===== src/rtl/generic_fifo_drain_pkg.sv =====
// Shared types and constants for the generic_fifo read-side drain controller.
// Used by generic_fifo_drain and generic_skid_buffer_2.
package generic_fifo_drain_pkg;

  typedef enum logic [1:0] {
    DRAIN_EMPTY = 2'd0,
    DRAIN_ONE   = 2'd1,
    DRAIN_TWO   = 2'd2
  } drain_state_t;

  localparam int DRAIN_BUF_ENTRIES = 2;
  localparam int DRAIN_COUNT_WIDTH = 32;

  function automatic logic [1:0] drain_occ(input drain_state_t s);
    case (s)
      DRAIN_ONE: return 2'd1;
      DRAIN_TWO: return 2'd2;
      default:   return 2'd0;
    endcase
  endfunction

endpackage


===== src/rtl/generic_skid_buffer_2.sv =====
// Two-entry output buffer: EMPTY/ONE/TWO FSM, head/tail pointers,
// and a registered head word so the output never comes from a mux.
module generic_skid_buffer_2
  import generic_fifo_drain_pkg::*;
#(
  parameter int DW = 32
) (
  input  logic          clk,
  input  logic          rst,
  input  logic          clear,
  input  logic          i_push,
  input  logic [DW-1:0] i_data,
  input  logic          i_pop,
  output logic          o_valid,
  output logic [DW-1:0] o_data,
  output drain_state_t  o_state
);

  drain_state_t r_state;
  drain_state_t w_state_nxt;
  logic [DW-1:0] r_mem [DRAIN_BUF_ENTRIES];
  logic [DW-1:0] r_head;
  logic [DW-1:0] w_head_nxt;
  logic          r_wr_ptr;
  logic          r_rd_ptr;

  always_comb begin
    w_state_nxt = r_state;
    w_head_nxt  = r_head;
    unique case (r_state)
      DRAIN_EMPTY: begin
        if (i_push) begin
          w_state_nxt = DRAIN_ONE;
          w_head_nxt  = i_data;
        end
      end
      DRAIN_ONE: begin
        if (i_push & ~i_pop)      w_state_nxt = DRAIN_TWO;
        else if (~i_push & i_pop) w_state_nxt = DRAIN_EMPTY;
        if (i_push & i_pop)       w_head_nxt  = i_data;
      end
      DRAIN_TWO: begin
        // The second entry becomes head; a same-cycle push refills the freed slot.
        if (i_pop) begin
          if (~i_push) w_state_nxt = DRAIN_ONE;
          w_head_nxt = r_mem[~r_rd_ptr];
        end
      end
      default: w_state_nxt = DRAIN_EMPTY;
    endcase
  end

  always_ff @(posedge clk or posedge rst) begin
    if (rst) begin
      r_state  <= DRAIN_EMPTY;
      r_head   <= '0;
      r_wr_ptr <= 1'b0;
      r_rd_ptr <= 1'b0;
      for (int i = 0; i < DRAIN_BUF_ENTRIES; i++) r_mem[i] <= '0;
    end else if (clear) begin
      r_state  <= DRAIN_EMPTY;
      r_wr_ptr <= 1'b0;
      r_rd_ptr <= 1'b0;
    end else begin
      r_state <= w_state_nxt;
      r_head  <= w_head_nxt;
      if (i_push) begin
        r_mem[r_wr_ptr] <= i_data;
        r_wr_ptr        <= ~r_wr_ptr;
      end
      if (i_pop) r_rd_ptr <= ~r_rd_ptr;
    end
  end

  assign o_valid = (r_state != DRAIN_EMPTY);
  assign o_data  = r_head;
  assign o_state = r_state;

endmodule


===== src/rtl/generic_fifo_drain.sv =====
// Read-side controller for generic_fifo: credit-based pops into a 2-entry buffer.
// Optional macro DRAIN_COUNT_EN adds the drain_count accepted-word counter.
module generic_fifo_drain
  import generic_fifo_drain_pkg::*;
#(
  parameter int DRAIN_DATA_WIDTH   = 32,
  parameter int DRAIN_READ_LATENCY = 1
) (
  input  logic                        clk,
  input  logic                        reset_poweron,
  input  logic                        clear,
  input  logic                        fifo_empty,
  output logic                        fifo_read,
  input  logic [DRAIN_DATA_WIDTH-1:0] fifo_read_data,
  output logic                        out_valid,
  input  logic                        out_ready,
  output logic [DRAIN_DATA_WIDTH-1:0] out_data,
  output logic                        busy
`ifdef DRAIN_COUNT_EN
  ,
  output logic [DRAIN_COUNT_WIDTH-1:0] drain_count
`endif
);

  localparam logic LAT1 = (DRAIN_READ_LATENCY == 1);

  drain_state_t w_state;
  logic         w_pop;
  logic         w_capture;
  logic         r_infl;
  logic [1:0]   w_occ;
  logic [2:0]   w_credit;

  assign w_pop    = out_valid & out_ready;
  assign w_occ    = drain_occ(w_state);
  assign w_credit = {1'b0, w_occ} + {2'b00, r_infl} - {2'b00, w_pop};

  // Reset gates the pop strobe so it drops immediately, not at the next edge.
  assign fifo_read = ~reset_poweron & ~fifo_empty & ~clear
                   & (w_credit < 3'd2);

  assign w_capture = LAT1 ? (r_infl & ~clear) : fifo_read;
  assign busy      = out_valid | r_infl;

  always_ff @(posedge clk or posedge reset_poweron) begin
    if (reset_poweron) r_infl <= 1'b0;
    else               r_infl <= LAT1 & fifo_read;
  end

  generic_skid_buffer_2 #(
    .DW (DRAIN_DATA_WIDTH)
  ) u_buf (
    .clk     (clk),
    .rst     (reset_poweron),
    .clear   (clear),
    .i_push  (w_capture),
    .i_data  (fifo_read_data),
    .i_pop   (w_pop),
    .o_valid (out_valid),
    .o_data  (out_data),
    .o_state (w_state)
  );

`ifdef DRAIN_COUNT_EN
  logic [DRAIN_COUNT_WIDTH-1:0] r_count;

  always_ff @(posedge clk or posedge reset_poweron) begin
    if (reset_poweron) r_count <= '0;
    else if (clear)    r_count <= '0;
    else if (w_pop)    r_count <= r_count + DRAIN_COUNT_WIDTH'(1);
  end

  assign drain_count = r_count;
`endif

endmodule

===== config.mk =====
export PLATFORM = sky130hd
export DESIGN_NAME = generic_fifo_drain
export DESIGN_NICKNAME = d
export VERILOG_FILES = /design/src/rtl/generic_fifo_drain_pkg.sv /design/src/rtl/generic_skid_buffer_2.sv /design/src/rtl/generic_fifo_drain.sv
export SDC_FILE = /design/constraint.sdc
export NUM_CORES = 1
export LEC_CHECK = 0
export ABC_AREA = 1
export CAP_MARGIN = 40
export CORE_MARGIN = 4
export CORE_UTILIZATION = 55
export CTS_CLUSTER_DIAMETER = 50
export DETAILED_ROUTE_END_ITERATION = 8
export DONT_BUFFER_PORTS = 1
export PLACE_DENSITY = 0.67
export RECOVER_POWER = 25
export SLEW_MARGIN = 20
export SYNTH_ARGS = -nofsm -noshare
export SYNTH_HDL_FRONTEND = slang
export SYNTH_HIERARCHICAL = 1
export SYNTH_SLANG_ARGS = --single-unit

===== constraint.sdc =====
create_clock -name clk -period 6.3 [get_ports clk]
set_input_delay 0.945 -clock clk [delete_from_list [all_inputs] [get_ports clk]]
set_output_delay 0.945 -clock clk [all_outputs]
set_load 0.02 [all_outputs]

### Word-level counts from Yosys, hierarchy flattened

Index checks and enable logic that the tools add are counted.

* bits in registers: 101
* input port bits: 37
* logic and storage cells: 71

* add/subtract/negate cells: 2
* magnitude comparators: 4
* eq/ne operators: 9
* multiplexer cells: 22
* bitwise gates (word level): 18
* reduce and logical (&&, ||, !) cells: 9

Operators by type and width (number)
* $mux 32: 7
* $pmux 32 s3: 1
* $bwmux 64: 1
* $demux 32 s1: 1
* $mux 2: 6
* $and 1x1->1: 8
* $not 1->1: 7
* $ne 2x1->1 const B: 3
* $ne 3x2->1 const B: 2
* $pmux 2 s3: 1
* $reduce_bool 2->1: 3
* $reduce_and 5->1: 1
* $ge 2x2->1 const B: 2
* $mux 1: 4
* $ne 4x2->1 const B: 1
* $not 1->2: 2
* $pmux 2 s2: 1
* $reduce_and 4->1: 1
* $add 2x1->3: 1
* $lt 3x2->1 const B: 1
* $ne 3x3->1 const B: 1
* $reduce_bool 3->1: 1
* $sub 3x1->3: 1
* $eq 2x1->1 const B: 1
* other kinds (6): 6

### Longest topological paths before layout

* depth after elaboration: 8
* gate-level depth with buffers: 11
* gate-level depth less buffers: 11

### Hierarchy

Netlist, hierarchy kept.

Modules (own cells, without submodules)
* generic_skid_buffer_2: times used 1, cells each 584, area an instance 4540.6 um^2
* generic_fifo_drain: times used 1, cells each 23, area an instance 147.6 um^2

### Worst setup path after synthesis

Ideal clock, no wire load.

* path type: input-to-output
* from: input out_ready
* to: output fifo_read
* arrival: 2564 ps
* data required time: 5355 ps
* setup slack: 2791 ps
* cell stages on the path: 9
* path buffers: 0
* cells stage by stage: nand2_1 -> inv_1 -> ha_1 -> or2_2 -> fa_1 -> nand2_1 -> nor2_1 -> nand2_1 -> nor2_1

* longest elaborated chain between the ends: 4

Ends and longest elaborated chain
* start: declaration: line generic_fifo_drain.sv:16 `input logic out_ready,`
* $and 1x1->1: line generic_fifo_drain.sv:34 `assign w_pop = out_valid & out_ready;`
* via w_pop: line generic_fifo_drain.sv:28 `logic w_pop;`
* $sub 3x1->3: line generic_fifo_drain.sv:36 `assign w_credit = {1'b0, w_occ} + {2'b00, r_infl} - {2'b00, w_pop};`
* $lt 3x2->1: line generic_fifo_drain.sv:40 `& (w_credit < 3'd2);`
* $and 1x1->1: line generic_fifo_drain.sv:40
* end: declaration: line generic_fifo_drain.sv:13 `output logic fifo_read,`

The timed path passes the listed nets, and every way through them passes these cells.

### Worst setup path in the final report

* from: register u_buf.r_state[0] (netlist: u_buf/o_state[0])
* to: output fifo_read

* elaborated cells between the ends (all ways): 9

RTL lines
* start: declaration: line generic_skid_buffer_2.sv:19 `drain_state_t r_state;`
* start signal: assignment: line generic_skid_buffer_2.sv:65 `r_state <= w_state_nxt;`
* $reduce_bool 2->1: line generic_skid_buffer_2.sv:75 `assign o_valid = (r_state != DRAIN_EMPTY);`
* via out_valid: line generic_fifo_drain.sv:15 `output logic out_valid,`
* $and 1x1->1: line generic_fifo_drain.sv:34
* via w_pop: line generic_fifo_drain.sv:28
* $sub 3x1->3: line generic_fifo_drain.sv:36
* $lt 3x2->1: line generic_fifo_drain.sv:40
* $and 1x1->1: line generic_fifo_drain.sv:40

The timed path passes the listed nets, and every way through them passes these cells.

==> run summary <==
Layout Cells excl Fill -> 700
Die H -> 100 um
Worst Setup End Kind -> primary output
setup tns final -> 0 ns
pin count of the biggest net entering global routing -> 64
post-layout min period -> 3.86 ns
Leakage -> 2.58 nW
Final setup viols -> 0
drc violations -> 0
global-route wire length before repair -> 16,200 um
Starting Density -> 56.8%
ys async rst share -> 100%
initial DRC count -> 224
YS warnings -> 6
# rows -> 33
drt first pass iters -> 4
period utilization -> 61.2%
Worst R2R Path Depth -> 11
Final #Nets -> 631
Cell Area, Synth -> 0.00469 sq mm
drt total wl -> 9510 um
relative slew slack -> -15.7%
Skew-Pair Late Insertion Delay -> 0.36 ns
clk sink count -> 101
dpl cells -> 684
htree depth -> 3
Tot GR Track Use -> 20.1%
GP Congestion -> 0.751
# Post-CTS Setup Buffers -> 0
number of global-route vias before repair -> 3,461
Synth Flop Type -> dfrtp_1
Critical Path AT -> 2.91 ns
Max Fanout on Critical Path -> 8
Final Power -> 1.92 mW
clock tree buffer depth -> 2
Fmax -> 259 MHz
Pwr per Cell Area -> 388 mW/mm^2
Syn Inst Count -> 607
CTS Root Cell -> clkbuf_8
DR vias -> 3,585
Worst Hold Class -> primary input to asynchronous set/reset pin
status -> complete, but fails checks
Num CTS Buffers -> 9
CTS tree -> built
RSZ-0062 raised after global routing -> false
# hold bufs at CTS -> 0
Slew Viols, Final -> 70
I/O Buffers -> 0
register area share after synthesis -> 53.9%
core area -> 0.00826 sq mm
die area -> 0.0101 sq mm
post-route ant nets -> 0
ant diodes -> 0
PostCTS Resize Cnt -> 0
post-detail-place hpwl -> 5830 um
worst-margin pin slew -> 1.73 ns
post-DR vias/cell -> 5.12
r2r setup slk -> 3.59 ns
fillers -> 745
Fin. Hold Viols -> 0
DIE WIDTH -> 100 um
Syn-to-layout area delta -> 5.55%
wire length per cell -> 13.6 um
Post-synth EDFFs -> 0
Worst Setup Start Kind -> flip-flop
I/O Pins -> 72
GR Overflow Total -> 0
failing checks -> max-capacitance violations, max-slew violations
syn_area_per_cell -> 7.72 sq um
Max IR drop VDD -> 162 uV
initial antenna violation count -> 0
layout cell share with drive strength beyond 1 -> 5.71%
Worst-path clk slew -> 0.09 ns
syn_nets -> 646
Max Clock Skew -> 0.00796 ns
max cap viols -> 2
Worst Path Class, Setup -> flip-flop to primary output
worst endpoint required time -> 5.35 ns
#FFs+latches synth -> 101
Synth cell types -> 22
report_power, final:
group	total [mW]	internal (mW)	switching [mW]
registers	1.11	0.854	0.259
logic	0.330	0.127	0.204
clock network	0.477	0.270	0.207
total	1.92	1.25	0.669
layout by cell type, fill, tap and decap left out, types with 6 or more instances in the layout:
cell,n
dfrtp_1,101
inv_2,6
clkbuf_8,10
nand2_1,301
o21ai_1,26
inv_1,41
o21ai_0,74
nor2_1,9
worst paths after layout:
kind,from,end
min in group clk,u_buf/r_mem[1],u_buf/r_mem[1]
worst min register to register,u_buf/r_mem[1],u_buf/r_mem[1]
worst max-delay path,u_buf/o_state[0],fifo_read
worst min-delay path,reset_poweron,r_infl
worst max register to register,u_buf/o_state[0],r_infl
max in group asynchronous,reset_poweron,u_buf/r_mem[20]
Yosys cell counts (2+ instances only):
master    count  share of area (%)
or2_2         2               0.27
buf_2        20                2.1
inv_1        41                3.3
o21ai_1      26                2.8
nand2_1     301                 24
buf_6         3               0.72
a21oi_1       2               0.21
inv_2         7               0.56
nor2_1        9               0.72
o21ai_0      74                7.9
nand4_1       2               0.27
dfrtp_1     101                 54
clkbuf_1      4               0.32
nand3_2       2               0.43
buf_4         6               0.96
state kept, by name (all words and copies together), names as in the netlist:
register,cells
u_buf/r_wr_ptr,1
u_buf/o_state,2
u_buf/r_mem,64
u_buf/r_rd_ptr,1
u_buf/o_data,32
r_infl,1
per-layer routing:
metal | vias up | GRT usage [%] | routed length, um
met1 | 1684 | 26.3 | 4380
met4 | 0 | 5.28 | 64
met3 | 5 | 4.52 | 338
li1 | 1838 | - | -
met5 | - | 0 | 0
met2 | 58 | 34.0 | 4730
layout make-up:
type	instances	area, sq um	share of cell area (%)
repair buffers	7	86.3	1.74
multi-input cells	424	1780	36.0
inverters	49	186	3.77
clock buffers	10	138	2.78
well taps	105	131	2.65
clock inverters	4	97.6	1.97
flip-flops and latches	101	2530	51.1
cells by family (layout without fill, tap and decap cells):
kind of cell	after synthesis	in the layout	share of synthesized area (%)
fa+ha+maj	2	2	0.694
flops	101	101	53.9
compound gates	102	102	10.9
simple gates	320	320	26.4
buf+inv	82	70	8.09
critical path: stages, from the launching register on:
cell     delay [ns]
dfrtp_1        0.49
nor2_1         0.17
inv_1          0.15
nand2_1        0.10
inv_1          0.06
ha_1           0.27
or2_2          0.30
fa_1           0.48
nand2_1        0.05
nor2_1         0.09
nand2_1        0.05
nor2_1         0.34
metrics by stage:
stage	utilization, %	hold slack, ns	worst slack, ns	cell area (sq um)
after detailed placement	56.7	0.473	2.69	4680
after global placement	56.4	0.465	2.74	4660
after global routing	59.9	0.296	2.21	4950
after CTS	59.5	0.286	2.41	4910
after floorplan	-	0.453	2.74	4690
final	59.9	0.316	2.44	4950
Note: power is estimated with default switching activity, not from simulation.
==> RTL change 1, RTL diff (same settings) <==
The option `DRAIN_COUNT_EN` is turned on by a define.
--- a/src/rtl/generic_fifo_drain.sv
+++ b/src/rtl/generic_fifo_drain.sv
@@ -2,2 +2,4 @@
 // Optional macro DRAIN_COUNT_EN adds the drain_count accepted-word counter.
+`define DRAIN_COUNT_EN
+
 module generic_fifo_drain
Formal check against the unedited RTL (old outputs only; new: drain_count): equivalent (Yosys induction, for registers that start in step).
==> RTL change 1 against the unedited design <==
Clock power increased by 99%. Worst setup slack got worse by 0.60 ns. Core utilization increased by 2.3 points. Cell area up 46%. Count of clock-buffer cells in the layout increased by 14. Sequential cell count grew 32. The flow still finishes with violations (capacitance limit, slew limit). Synthesized area increased by 41%. Register-to-register slack worse by 0.53 ns. Hold slack improved by 0.17 ns. First-iteration DRC count grew 92%. Power rose by 37%. Combinational power up 8.2%. Routed wire length rose by 61%.
==> RTL change 1: results (changes against the unedited design) <==
[global_routing]
grt_max_degree=66  ; +3.1%
antenna_found_initial=0  ; unchanged
grt_pass1_wl_um=26100  ; +61%
grt_use_total=0.230  ; +0.0286
first_global_vias=5358  ; +55%

[clock_tree]
clk-insertion-delay-late_ns=0.41  ; +0.05 ns
cts_root_buffer=clkbuf_16
cts_buffers=17  ; +8
cts_repair_resize_count=0  ; unchanged
path_clk_slew_ns=0.05  ; -0.04 ns
clk_path_buf_depth=2  ; unchanged
postCtsSetupBuffers=0  ; unchanged
htree_levels=4  ; +1

[yosys]
synth_common_cells=nand2_1 (378), dfrtp_1 (133), o21ai_0 (84), nor2_1 (76), inv_1 (75)
synth_nets=935  ; +45%
synth_cell_type_count=30  ; +36%
async_reset_ff_frac=1.00  ; unchanged
yosys_warnings=6  ; unchanged
postSynthAreaPerCell_um2=7.39  ; -4.3%
dominantRegCellSynth=dfrtp_1
synth_cells=895  ; +47%
ys_seq_area_frac=0.503  ; -0.0360
synthTopCellsByArea=dfrtp_1 (50%), nand2_1 (21%), o21ai_0 (6.4%)

[route]
viasPerCell=5.33  ; +4.1%
wl_um=15300  ; +61%
dr.first_iter.drc_count=431  ; +92%
first_pass_iters=5  ; +1

[flow_run]
cap_violations=4  ; +2

[worst_setup_path]
arrival_ns=3.51  ; +0.60 ns
crit_slowest_cell=fa_1
cpPeakStageDelay_ns=0.49  ; about the same
cp_max_fo=9  ; +1
ff2ff_setup_slack_ns=3.06  ; -0.53 ns
crit_family=simple AND/OR/NAND/NOR gates

[place]
hpwl_um=10200  ; +76%
place_congestion=0.912  ; +21%
io_buffers=0  ; unchanged

[outcome]
violations=capacitance limit, slew limit
outcome=complete, but fails checks

[timing]
clock_skew_ns=0.00589  ; -0.00206 ns
drv_slew=203  ; +190%
worst_pin_slew_ns=3.07  ; +1.35 ns

[finish]
top_register=u_buf/r_mem
fin_cells=1042  ; +49%
drive_above_1_share=0.0679  ; +0.0107
largest_register_ff_count=64  ; unchanged
fin_nets=926  ; +47%
antennaDiodeCount=0  ; unchanged
n_fill_cell=1059  ; +42%

[min_path]
hold_path.class=flop to flop

[power]
vdd_drop_max_mv=0.256  ; +58%
p_leak_uw=0.00357  ; +38%

RTL change 1: cell count changes after synthesis, moves of 2 or more:
cell     delta
o21ai_0    +10
nor2_2      +8
dfrtp_1    +32
nor2_1     +67
nand2_2     +5
nand3_2     +2
inv_1      +34
nand2_1    +77
nand4_1     +4
nand3_1    +23
nor3_1      +3
and2_1      +2
a21oi_1    +13
RTL change 1: logic make-up (layout without fill, tap and decap cells):
logic type      count (synthesis)  in the layout  synth area share
flops                         133            133             0.503
fa+ha+maj                       3              3           0.00681
xor+xnor                        1              1           0.00132
compound gates                126            126            0.0955
simple gates                  514            514             0.313
buf+inv                       118            122            0.0804
RTL change 1: worst min-delay path, stage by stage (launching register included):
cell and delay [ns]:
dfrtp_1 0.34, nand2_1 0.05, o21ai_0 0.06
RTL change 1: stage by stage:
step | setup slack [ns] | cell area [um^2] | hold WS (ns)
2_1_floorplan | 2.34 | 6620 | 0.453
3_3_place_gp | 2.14 | 6600 | 0.465
3_5_place_dp | 2.28 | 6670 | 0.473
4_1_cts | 1.92 | 7240 | 0.450
5_1_grt | 0.864 | 7220 | 0.507
6_report | 1.84 | 7220 | 0.484
RTL change 1: power by group:
part	switching [uW]	internal (uW)
clock	355	592
combinational	228	129
sequential	266	1070
total	849	1790
RTL change 1: final cells by class:
type / instances / share of cell area
inverter: 82 / 0.0430
tap: 143 / 0.0248
clock buffer: 24 / 0.0695
timing repair buffer: 8 / 0.0111
clock inverter: 8 / 0.0100
sequential: 133 / 0.461
multi-input combinational: 644 / 0.381
RTL change 1: path summary, 6_finish.rpt:
| check | start | end | cells after the start |
|---|---|---|---|
| setup reg to reg | u_buf/o_state[0] | u_buf/o_data[24] | 10 |
| setup / recovery | u_buf/o_state[0] | fifo_read | 10 |
| max in group asynchronous | reset_poweron | u_buf/o_data[23] | 2 |
| min in group asynchronous | reset_poweron | u_buf/r_mem[34] | 1 |
| hold / removal | u_buf/r_mem[5] | u_buf/r_mem[5] | 2 |
| hold reg to reg | u_buf/r_mem[5] | u_buf/r_mem[5] | 2 |
RTL change 1: per-layer routing:
metal  share of wire  up-vias  global-route usage
li1                -     2765                   -
met1            0.44     2596               0.293
met2            0.48      173               0.381
met3           0.059       22              0.0644
met4           0.016        0              0.0718
met5               0        -                   0
==> RTL change 2, RTL diff (config.mk and constraints unchanged) <==
Made on the original files. Re-encode `drain_state_t` (3 states) as one-hot, 3 bits wide.
--- a/src/rtl/generic_fifo_drain_pkg.sv
+++ b/src/rtl/generic_fifo_drain_pkg.sv
@@ -4,6 +4,6 @@
 
-  typedef enum logic [1:0] {
-    DRAIN_EMPTY = 2'd0,
-    DRAIN_ONE   = 2'd1,
-    DRAIN_TWO   = 2'd2
+  typedef enum logic [2:0] {
+    DRAIN_EMPTY = 3'b001,
+    DRAIN_ONE   = 3'b010,
+    DRAIN_TWO   = 3'b100
   } drain_state_t;
Check against the original RTL: no difference found for any inputs over 4 cycles, from zero or initial values and one cycle with reset_poweron high; so few cycles prove little.
==> RTL change 2 against the unedited design <==
Routed wire length increased by 8.0%. Sequential cell count increased by 1. Global-route usage about the same. The flow still finishes with violations (capacitance limit, slew limit). Hold slack got worse by 0.0051 ns. Cell area increased by 5.2%. Highest routed layer unchanged. Worst setup slack got worse by 0.22 ns. Power increased by 4.2%. Synthesized area increased by 7.3%.
==> RTL change 2: results (changes against the unedited design) <==
[outcome]
outcome=complete, but fails checks
violations=capacitance limit, slew limit

[timing]
maxSlewHeadroom=-0.0176  ; +0.140
fin_crit_ns=4.08  ; +0.220 ns
finalHoldWorstSlack_ns=0.311  ; -0.00510 ns
drv_slew=27  ; -61%

[place]
place_area_um2=5000  ; +6.9%
place_congestion=0.799  ; +6.4%

[global_routing]
first_global_vias=3794  ; +9.6%
grt_max_degree=55  ; -14%
grt_use_total=0.201  ; about the same
grt_pass1_wl_um=18000  ; +11%
grt.met3_usage=0.0323  ; -0.0128
grt.met1_usage=0.276  ; +0.0135
grt_use_met2=0.324  ; -0.0157

[route]
vias=3805  ; +6.1%
wl_um=10300  ; +8.0%
first_pass_iters=5  ; +1
dr_wl_met2_um=4790  ; +1.2%

[finish]
fin_nets=647  ; +2.5%
fin_cells=721  ; +3.0%
n_fill_cell=848  ; +14%

[worst_setup_path]
crit_slowest_cell=fa_1
arrival_ns=3.13  ; +0.22 ns
worstReg2RegStart=u_buf/o_state[2]
cp_max_fo=6  ; -2

[flow_run]
cap_violations=1  ; -1

[power]
vdd_drop_max_mv=0.191  ; +18%
p_leak_uw=0.00265  ; +2.8%

[yosys]
synth_nets=665  ; +2.9%
synthTopCellsByArea=dfrtp_1 (50%), nand2_1 (18%), o21ai_0 (6.5%)

RTL change 2: cell count changes after synthesis, moves of 3 or more:
cell / before / now
nor2_2: 0 / 3
o21ai_0: 74 / 65
nand3_1: 1 / 38
buf_6: 3 / 6
nand2_1: 301 / 241
buf_2: 20 / 10
nand2_2: 1 / 34
clkbuf_1: 4 / 10
o21ai_1: 26 / 32
buf_12: 0 / 3
nor2_1: 9 / 5
RTL change 2: cell type report:
class | instances | area (um^2) | share of cell area
Timing Repair Buffer | 7 | 88.8 | 0.0171
Inverter | 50 | 189 | 0.0363
Multi-Input combinational cell | 438 | 2030 | 0.390
Clock buffer | 10 | 138 | 0.0264
Sequential cell | 102 | 2550 | 0.491
Tap cell | 108 | 135 | 0.0260
Clock inverter | 6 | 68.8 | 0.0132
RTL change 2: cells by family (layout without fill, tap and decap cells):
logic type	Yosys count	after routing	share of synthesized area
AND/OR/NAND/NOR	333	333	0.293
AO/OA/AOI/OAI	103	103	0.103
flip-flops	102	102	0.507
buffers and inverters	86	73	0.0900
adder cells (fa/ha/maj)	2	2	0.00646
RTL change 2: worst max-delay path by stage:
stage | start | end | cells after the start
after floorplan | reset_poweron | u_buf/o_data[0] | 1
after global placement | u_buf/o_state[0] | fifo_read | 10
after detailed placement | u_buf/o_state[0] | fifo_read | 10
after CTS | u_buf/o_state[0] | fifo_read | 10
after global routing | u_buf/o_state[2] | fifo_read | 11
final | u_buf/o_state[2] | fifo_read | 11
RTL change 2: report_power, final:
| part | total, uW | switching, uW | internal, uW |
|---|---|---|---|
| Clock | 421 | 224 | 197 |
| Combinational | 475 | 310 | 165 |
| Sequential | 1100 | 255 | 849 |
